$ cat src/rtl/seg_scan_decoder.sv
// Recovers per-digit hex codes from a multiplexed, active-low 7-segment scan bus.
// Optional build macro SEG_SCAN_DECODER_STALE_EN: per-digit capture expiry after STALE_CYCLES.
module seg_scan_decoder #(
  parameter int STABLE_CYCLES = 16,
  parameter int STALE_CYCLES  = 2000000
) (
  input  logic        clk,
  input  logic        rst_n,
  input  logic [3:0]  an,
  input  logic [7:0]  seg,
  output logic [15:0] code,
  output logic [3:0]  dp,
  output logic [3:0]  valid,
  output logic [3:0]  blank,
  output logic [3:0]  unknown,
  output logic        upd
);

  typedef enum logic [1:0] {IDLE = 2'd0, SETTLE = 2'd1, HELD = 2'd2} state_t;

  localparam logic [7:0] STABLE_N = 8'(STABLE_CYCLES);

  if (STABLE_CYCLES < 2 || STABLE_CYCLES > 255 || STALE_CYCLES < 1) begin : g_param_check
    $error("seg_scan_decoder: STABLE_CYCLES must be 2..255 and STALE_CYCLES >= 1");
  end

  // Returns {hit, nibble}; nibble is 0 when the pattern is not a hex glyph.
  function automatic logic [4:0] f_glyph(input logic [6:0] g);
    case (g)
      7'h40:   f_glyph = {1'b1, 4'h0};
      7'h79:   f_glyph = {1'b1, 4'h1};
      7'h24:   f_glyph = {1'b1, 4'h2};
      7'h30:   f_glyph = {1'b1, 4'h3};
      7'h19:   f_glyph = {1'b1, 4'h4};
      7'h12:   f_glyph = {1'b1, 4'h5};
      7'h02:   f_glyph = {1'b1, 4'h6};
      7'h78:   f_glyph = {1'b1, 4'h7};
      7'h00:   f_glyph = {1'b1, 4'h8};
      7'h10:   f_glyph = {1'b1, 4'h9};
      7'h08:   f_glyph = {1'b1, 4'hA};
      7'h03:   f_glyph = {1'b1, 4'hB};
      7'h27:   f_glyph = {1'b1, 4'hC};
      7'h21:   f_glyph = {1'b1, 4'hD};
      7'h06:   f_glyph = {1'b1, 4'hE};
      7'h0E:   f_glyph = {1'b1, 4'hF};
      default: f_glyph = 5'b0_0000;
    endcase
  endfunction

  function automatic logic [7:0] f_sat_inc(input logic [7:0] c);
    f_sat_inc = (c == 8'hFF) ? c : c + 8'd1;
  endfunction

  state_t      r_state, w_state_nxt;
  logic [7:0]  r_cnt, w_cnt_nxt, w_cnt_inc;
  logic [3:0]  r_an_p0, r_an_p1;
  logic [7:0]  r_seg_p0, r_seg_p1;
  logic [15:0] r_code;
  logic [3:0]  r_dp, r_valid, r_blank, r_unknown;
  logic        r_upd;
  logic        w_commit, w_same, w_idle, w_blank, w_unknown;
  logic [4:0]  w_glyph;

  assign w_same    = ({r_an_p0, r_seg_p0} == {r_an_p1, r_seg_p1});
  assign w_idle    = &r_an_p0;
  assign w_cnt_inc = f_sat_inc(r_cnt);
  assign w_glyph   = f_glyph(r_seg_p0[6:0]);
  assign w_blank   = (r_seg_p0[6:0] == 7'h7F);
  assign w_unknown = !w_glyph[4] && !w_blank;

  always_comb begin
    w_state_nxt = r_state;
    w_cnt_nxt   = r_cnt;
    w_commit    = 1'b0;
    case (r_state)
      IDLE: begin
        w_cnt_nxt = 8'd0;
        if (!w_idle) begin
          w_state_nxt = SETTLE;
          w_cnt_nxt   = 8'd1;
        end
      end
      SETTLE: begin
        if (w_same) begin
          w_cnt_nxt = w_cnt_inc;
          if (w_cnt_inc >= STABLE_N) begin
            w_commit    = 1'b1;
            w_state_nxt = HELD;
          end
        end else if (w_idle) begin
          w_state_nxt = IDLE;
          w_cnt_nxt   = 8'd0;
        end else begin
          w_cnt_nxt = 8'd1;
        end
      end
      HELD: begin
        if (!w_same) begin
          w_state_nxt = w_idle ? IDLE : SETTLE;
          w_cnt_nxt   = w_idle ? 8'd0 : 8'd1;
        end
      end
      default: begin
        w_state_nxt = IDLE;
        w_cnt_nxt   = 8'd0;
      end
    endcase
  end

`ifdef SEG_SCAN_DECODER_STALE_EN
  localparam int TW = $clog2(STALE_CYCLES + 1);
  localparam logic [TW-1:0] STALE_MAX  = TW'(STALE_CYCLES);
  localparam logic [TW-1:0] STALE_LAST = TW'(STALE_CYCLES - 1);
  logic [TW-1:0] r_timer [4];
`endif

  // p0 holds the current sample S, p1 the sample before it
  always_ff @(posedge clk) begin
    if (!rst_n) begin
      r_state   <= IDLE;
      r_cnt     <= 8'd0;
      r_an_p0   <= 4'hF;
      r_seg_p0  <= 8'hFF;
      r_an_p1   <= 4'hF;
      r_seg_p1  <= 8'hFF;
      r_code    <= 16'h0000;
      r_dp      <= 4'h0;
      r_valid   <= 4'h0;
      r_blank   <= 4'h0;
      r_unknown <= 4'h0;
      r_upd     <= 1'b0;
`ifdef SEG_SCAN_DECODER_STALE_EN
      for (int i = 0; i < 4; i++) r_timer[i] <= '0;
`endif
    end else begin
      r_state  <= w_state_nxt;
      r_cnt    <= w_cnt_nxt;
      r_an_p0  <= an;
      r_seg_p0 <= seg;
      r_an_p1  <= r_an_p0;
      r_seg_p1 <= r_seg_p0;
      r_upd    <= w_commit;
      for (int i = 0; i < 4; i++) begin
        if (w_commit && !r_an_p0[i]) begin
          r_code[4*i +: 4] <= w_glyph[3:0];
          r_dp[i]          <= ~r_seg_p0[7];
          r_valid[i]       <= 1'b1;
          r_blank[i]       <= w_blank;
          r_unknown[i]     <= w_unknown;
`ifdef SEG_SCAN_DECODER_STALE_EN
          r_timer[i]       <= '0;
        end else begin
          if (r_timer[i] != STALE_MAX) r_timer[i] <= r_timer[i] + TW'(1);
          // Expiry keeps code and dp so the last reading stays inspectable
          if (r_timer[i] == STALE_LAST) begin
            r_valid[i]   <= 1'b0;
            r_blank[i]   <= 1'b0;
            r_unknown[i] <= 1'b0;
          end
`endif
        end
      end
    end
  end

  assign code    = r_code;
  assign dp      = r_dp;
  assign valid   = r_valid;
  assign blank   = r_blank;
  assign unknown = r_unknown;
  assign upd     = r_upd;

endmodule

$ cat config.mk
export PLATFORM = sky130hd
export DESIGN_NAME = seg_scan_decoder
export DESIGN_NICKNAME = d
export VERILOG_FILES = /design/src/rtl/seg_scan_decoder.sv
export SDC_FILE = /design/constraint.sdc
export NUM_CORES = 1
export LEC_CHECK = 0
export CELL_PAD_IN_SITES_DETAIL_PLACEMENT = 0
export CELL_PAD_IN_SITES_GLOBAL_PLACEMENT = 2
export CORE_AREA = 2 2 125 90
export CTS_CLUSTER_SIZE = 10
export DETAILED_ROUTE_END_ITERATION = 6
export DIE_AREA = 0 0 127 92
export PLACE_DENSITY = 0.74
export SLEW_MARGIN = 20
export SYNTH_ARGS = -nofsm -noshare
export SYNTH_HDL_FRONTEND = slang
export SYNTH_SLANG_ARGS = --single-unit
$ cat constraint.sdc
create_clock -name clk -period 1.92 [get_ports clk]
set_clock_uncertainty 0.1 [all_clocks]
set_input_delay 0.576 -clock clk [delete_from_list [all_inputs] [get_ports clk]]
set_output_delay 0.576 -clock clk [all_outputs]
set_load 0.02 [all_outputs]
Word-level counts from Yosys, hierarchy flattened
Index checks and enable logic that the tools add are counted.

Bits in registers: 67. Input port bits: 14. Output and inout port bits: 33.

Add/subtract/negate cells: 1. Magnitude comparators: 1. Equal/unequal tests: 24. Muxes and demuxes: 16. Bitwise gates (word level): 1. Reduce and logical (&&, ||, !) cells: 15.

Operator list (count): $pmux 5 s16 (1); $eq 7x6->1 const B (4); $eq 7x7->1 const B (4); $mux 8 (3); $pmux 8 s3 (1); $eq 7x5->1 const B (3); $eq 7x2->1 const B (2); $eq 7x4->1 const B (2); $eq 12x12->1 (1); $mux 2 (5); $add 8x1->8 const B (1); $eq 8x8->1 const B (1); $ge 8x5->1 const B (1); $reduce_and 4->1 (2); $eq 7x3->1 const B (1); $logic_not 7->1 (1); $logic_not 1->1 (6); $ne 3x3->1 const B (2); $pmux 2 s3 (1); $logic_and 1x1->1 (5); $mux 1 (5); $ne 2x2->1 const B (2); $eq 2x1->1 const B (1); $eq 2x2->1 const B (1); other kinds (2) (2).

Depth between registers and ports, before layout
Depth after elaboration: 7. Mapped depth: 8. Depth with buffers taken out: 6.

Worst setup path before layout
Ideal clock, no wire load.

Kind: reg2reg. From: register r_cnt[0]. To: register r_dp[0] (netlist: dp[0]). Library setup time: 86 ps. Data arrival time: 1885 ps. Required time: 1734 ps. Setup slack: -151 ps. Cell stages (with the launch flop): 7. Path buffers: 0. Clock period less this slack: 2071 ps. Path through: dfxtp_1 > ha_1 > and3_1 > mux2_2 > o21ai_2 > nor3_2 > a211oi_1.

Word-level cells in the longest chain between the ends: 7. Elaborated cells between the ends (all ways): 8.

Ends and longest elaborated chain: start, declared (line 55) `logic [7:0] r_cnt, w_cnt_nxt, w_cnt_inc;`; start signal, assigned (line 137) `r_cnt <= w_cnt_nxt;`; $add 8x1->8 or $eq 8x8->1 (tied branches) (line 51) `f_sat_inc = (c == 8'hFF) ? c : c + 8'd1;`; $mux 8 * (line 51); $ge 8x5->1 * (line 86) `if (w_cnt_inc >= STABLE_N) begin`; $mux 1 * (line 86); $mux 1 * (line 84) `if (w_same) begin`; $mux 1 * (line 75) `case (r_state)`; $logic_and 1x1->1 * (line 144) `if (w_commit && !r_an_p0[i]) begin`; end signal, assigned by index (line 146) `r_dp[i] <= ~r_seg_p0[7];`; end, declared (line 59) `logic [3:0] r_dp, r_valid, r_blank, r_unknown;`.

Every way passes the cells marked *; elsewhere a longest branch is shown, timed or not. A chain may end at the register's enable or synchronous reset.

Worst setup path in the final report
From: register r_seg_p0[5]. To: register r_code[9] (netlist: code[9]).

Word-level cells in the longest chain between the ends: 4. Elaborated cells between the ends (all ways): 21.

Ends and longest elaborated chain: start, declared (line 57) `logic [7:0] r_seg_p0, r_seg_p1;`; start signal, assigned (line 139) `r_seg_p0 <= seg;`; $eq 12x12->1 (line 64) `assign w_same = ({r_an_p0, r_seg_p0} == {r_an_p1, r_seg_p1});`; $mux 1 (line 84); $mux 1 (line 75); $logic_and 1x1->1 (line 144); end signal, assigned by index (line 145) `r_code[4*i +: 4] <= w_glyph[3:0];`; end, declared (line 58) `logic [15:0] r_code;`.

Parallel ways exist; a longest one is shown, timed or not.

==> qor.csv <==
stage,metric,value,unit
critical_path,crit_type,reg2reg,
synth,syn_nets,351,
die,core-area,10700,µm²
critical_path,endpoint_kind,register,
worst_hold_path,whs_path_depth,2,
critical_path,rr_startpoint,r_seg_p0[5],
worst_hold_path,hold_path_end,unknown[3],
clock_network,cts_root_buf,clkbuf_16,
global_routing,grt_pass1_vias,2816,
routing,ant_nets,0,
die,start_util,28.9,%
timing,max_freq,506,MHz
clock_network,cts_buffers,9,
run_status,status,"complete, but fails checks",
placed_design,place.gp.congestion,0.815,
power_and_ir_drop,powerDensity,732,nW/µm²
routing,wl,9.31,mm
synth,async_flop_share,0,%
power_and_ir_drop,power,0.00343,W
critical_path,startpoint_type,register,
synth,yosysTopAreaCell,dfxtp_1,
clock_network,clock-sinks,67,
routing,dr.pass1.iters,4,
synth,synth_common_cells,"dfxtp_1, nand2_1, nand2b_1, clkbuf_1, mux2i_1",
routing,drtIter0Drc,216,
synth,syn_inst,336,
critical_path,reg2reg_depth,5,
synth,synth_xor_area_share,3.98,%
timing,hold_violations,0,
die,fp.dieH,92,µm
global_routing,grt_pass1_wl,14.7,mm
placed_design,portBuffers,46,
synth,yosys_warnings,0,
synth,synth_edf_count,0,
critical_path,cp_max_fo,3,
global_routing,grt_max_degree,54,
critical_path,required,2.09,ns
finish,diodes,0,
synth,synthesis.area,3080,µm²
synth,synth-seq-cells,67,
power_and_ir_drop,leakagePower,1.91,nW
die,io_pins,47,
worst_hold_path,hp-class,reg2reg,
timing,finalSetupViolations,14,
synth,yosysUniqueCellTypes,61,
timing,post-route-period-util,103,%
routing,dr_total_vias,2850,
worst_hold_path,hold_start,unknown[3],
global_routing,grt.total_usage,16.1,%
critical_path,worstPathArrival,2.15,ns
synth,muxShareOfSynthArea,6.21,%
routing,viasPerCell,5.05,
placed_design,placedCellCount,538,
timing,tightest_slew,0.785,ns
synth,synth-compound-area-share,16.5,%
critical_path,reg2reg_slack,-0.06,ns
synth,yosysMostFrequentCell,dfxtp_1,
synth,yosys.area_share.simple,24.0,%
clock_network,clockBufferDepth,2,
flow_run,maxCapViolations,0,
timing,drv_slew,0,
clock_network,cts.htree.levels,3,
die,die_x,127,µm
finish,drive_gt1_share,31.1,%
finish,fill_cells,1049,
critical_path,rr_endpoint,code[9],
timing,setup_ws,-0.0569,ns
finish,final_cell_area,4680,µm²
routing,avgRoutedWirePerCell,16.5,µm
clock_network,clk_pin_slew,0.06,ns
die,row_count,32,
finish,fin_cells,564,
clock_network,cts_tree,done,
synth,avgSynthCellArea,9.17,µm²
synth,synth_area_leaders,"dfxtp_1, mux2i_1, nand2b_1",
finish,fin_util,44.0,%
timing,min_period,1.98,ns
placed_design,post-dp-hpwl,6.15,mm
power_and_ir_drop,vdd_drop_max,0.367,mV
placed_design,placed_area,4020,µm²
clock_network,clk_latency,0.33,ns
synth,synth_top_family_by_area,simple AND/OR/NAND/NOR gates,
synth,synth_top_area_share,43.5,%
die,fp.dieArea,11700,µm²
timing,relSlewSlack,47.3,%
run_status,failed_checks,setup timing,
timing,rsz0062_at_grt,true,
routing,drc,0,
finish,area_delta_synth_final,52.0,%
global_routing,grt-ovfl-total,0,
clock_network,ctsHoldBuffers,0,
timing,tns,-0.457,ns
synth,yosysSeqAreaShare,43.5,%
finish,final_nets,438,
global_routing,antenna_found_initial,0,
synth,synth_fa_ha_area_share,0.406,%
synth,synth_ff_type,dfxtp_1,
[metal layers]
| layer | track usage (%) | wire length [µm] | vias to the layer above |
|---|---|---|---|
| li1 | - | - | 1389 |
| met1 | 23.9 | 4810 | 1371 |
| met2 | 22.0 | 3790 | 80 |
| met3 | 5.31 | 586 | 10 |
| met4 | 4.12 | 122 | 0 |
| met5 | 0 | 0 | - |
[state kept, by name, indices dropped and copies added (netlist names)]
| signal | count |
|---|---|
| r_an_p0 | 4 |
| r_cnt | 8 |
| upd | 1 |
| blank | 4 |
| r_state | 2 |
| valid | 4 |
| r_an_p1 | 4 |
| code | 16 |
| unknown | 4 |
| dp | 4 |
| r_seg_p0 | 8 |
| r_seg_p1 | 8 |
[how the worst max path moves through the flow]
| stage | from | to | slack, ns | cells past startpoint |
|---|---|---|---|---|
| global placement | r_an_p0[2] | upd | -0.15 | 6 |
| CTS | r_an_p0[0] | code[14] | -0.1 | 7 |
| detailed placement | r_an_p0[2] | upd | -0.14 | 6 |
| finish | r_seg_p0[5] | code[9] | -0.06 | 5 |
| global route | r_seg_p0[3] | unknown[0] | -0.13 | 7 |
| floorplan | r_seg_p0[4] | unknown[0] | -0.08 | 6 |
[report_power, final]
group          leakage, nW  switching [W]  internal [W]
Combinational         1.22       0.000176      0.000146
Sequential           0.545      0.0000239       0.00142
Clock                0.148       0.000624       0.00104
Total                 1.91       0.000824       0.00261
[layout by cell type (no fill, tap or decap), types with 3 or more instances in the layout]
cell             synthesis  final
a211oi_2                 0      6
a21oi_1                  5      4
a31o_2                   3      3
a31oi_1                 12     10
buf_12                   0      5
buf_4                    0     42
buf_6                    1     11
clkbuf_16                0     10
clkdlybuf4s50_1          0     12
dfxtp_1                 67     58
dfxtp_2                  0      8
dlygate4sd2_1            0     32
inv_1                    9      9
mux2i_1                 18     15
nand2_1                 34     32
nand2b_1                23     23
nand3_1                  5      5
nand3b_1                 3      3
nand4_1                  5      5
nor2_1                  12     12
nor3_1                  11     11
nor4_1                   6      5
o21a_1                   5      5
o21ai_0                 10      9
o311a_1                  3      3
xor2_1                  13     11
[layout make-up]
cell class | instances | area, µm² | area share [%]
Multi-Input combinational cell | 229 | 1810 | 38.6
Inverter | 9 | 33.8 | 0.721
Tap cell | 136 | 170 | 3.63
Sequential cell | 67 | 1360 | 28.9
Clock buffer | 10 | 239 | 5.10
Clock inverter | 6 | 65.1 | 1.39
Timing Repair Buffer | 107 | 1010 | 21.6
[worst max-delay path, cell delays in order (launching register included)]
cell and delay (ns):
dfxtp_2 0.33, or4_4 0.54, or4b_4 0.52, o41ai_4 0.08
or2_4 0.20, o311a_1 0.15
[cells by family (layout without fill, tap and decap cells)]
group,count (synthesis),in the layout
compound gates,68,68
xor+xnor,14,14
fa+ha+maj,1,1
buf+inv,40,132
flops,67,67
mux,19,19
simple gates,127,127
[what timing repair did]
action | 4_1_cts | 5_1_grt
cloned | 0 | 1
resized for setup | 55 | 45
setup buffers | 1 | 10
endpoints found under the setup margin | 65 | 40
pin swaps | 12 | 19
[metrics by stage]
step / setup WS, ns / hold WS [ns]
3_5_place_dp: -0.140 / 0.349
6_report: -0.0569 / 0.354
2_1_floorplan: -0.0762 / 0.394
5_1_grt: -0.129 / 0.372
4_1_cts: -0.0982 / 0.358
3_3_place_gp: -0.149 / 0.341
Note: power is estimated with default switching activity, not from simulation.
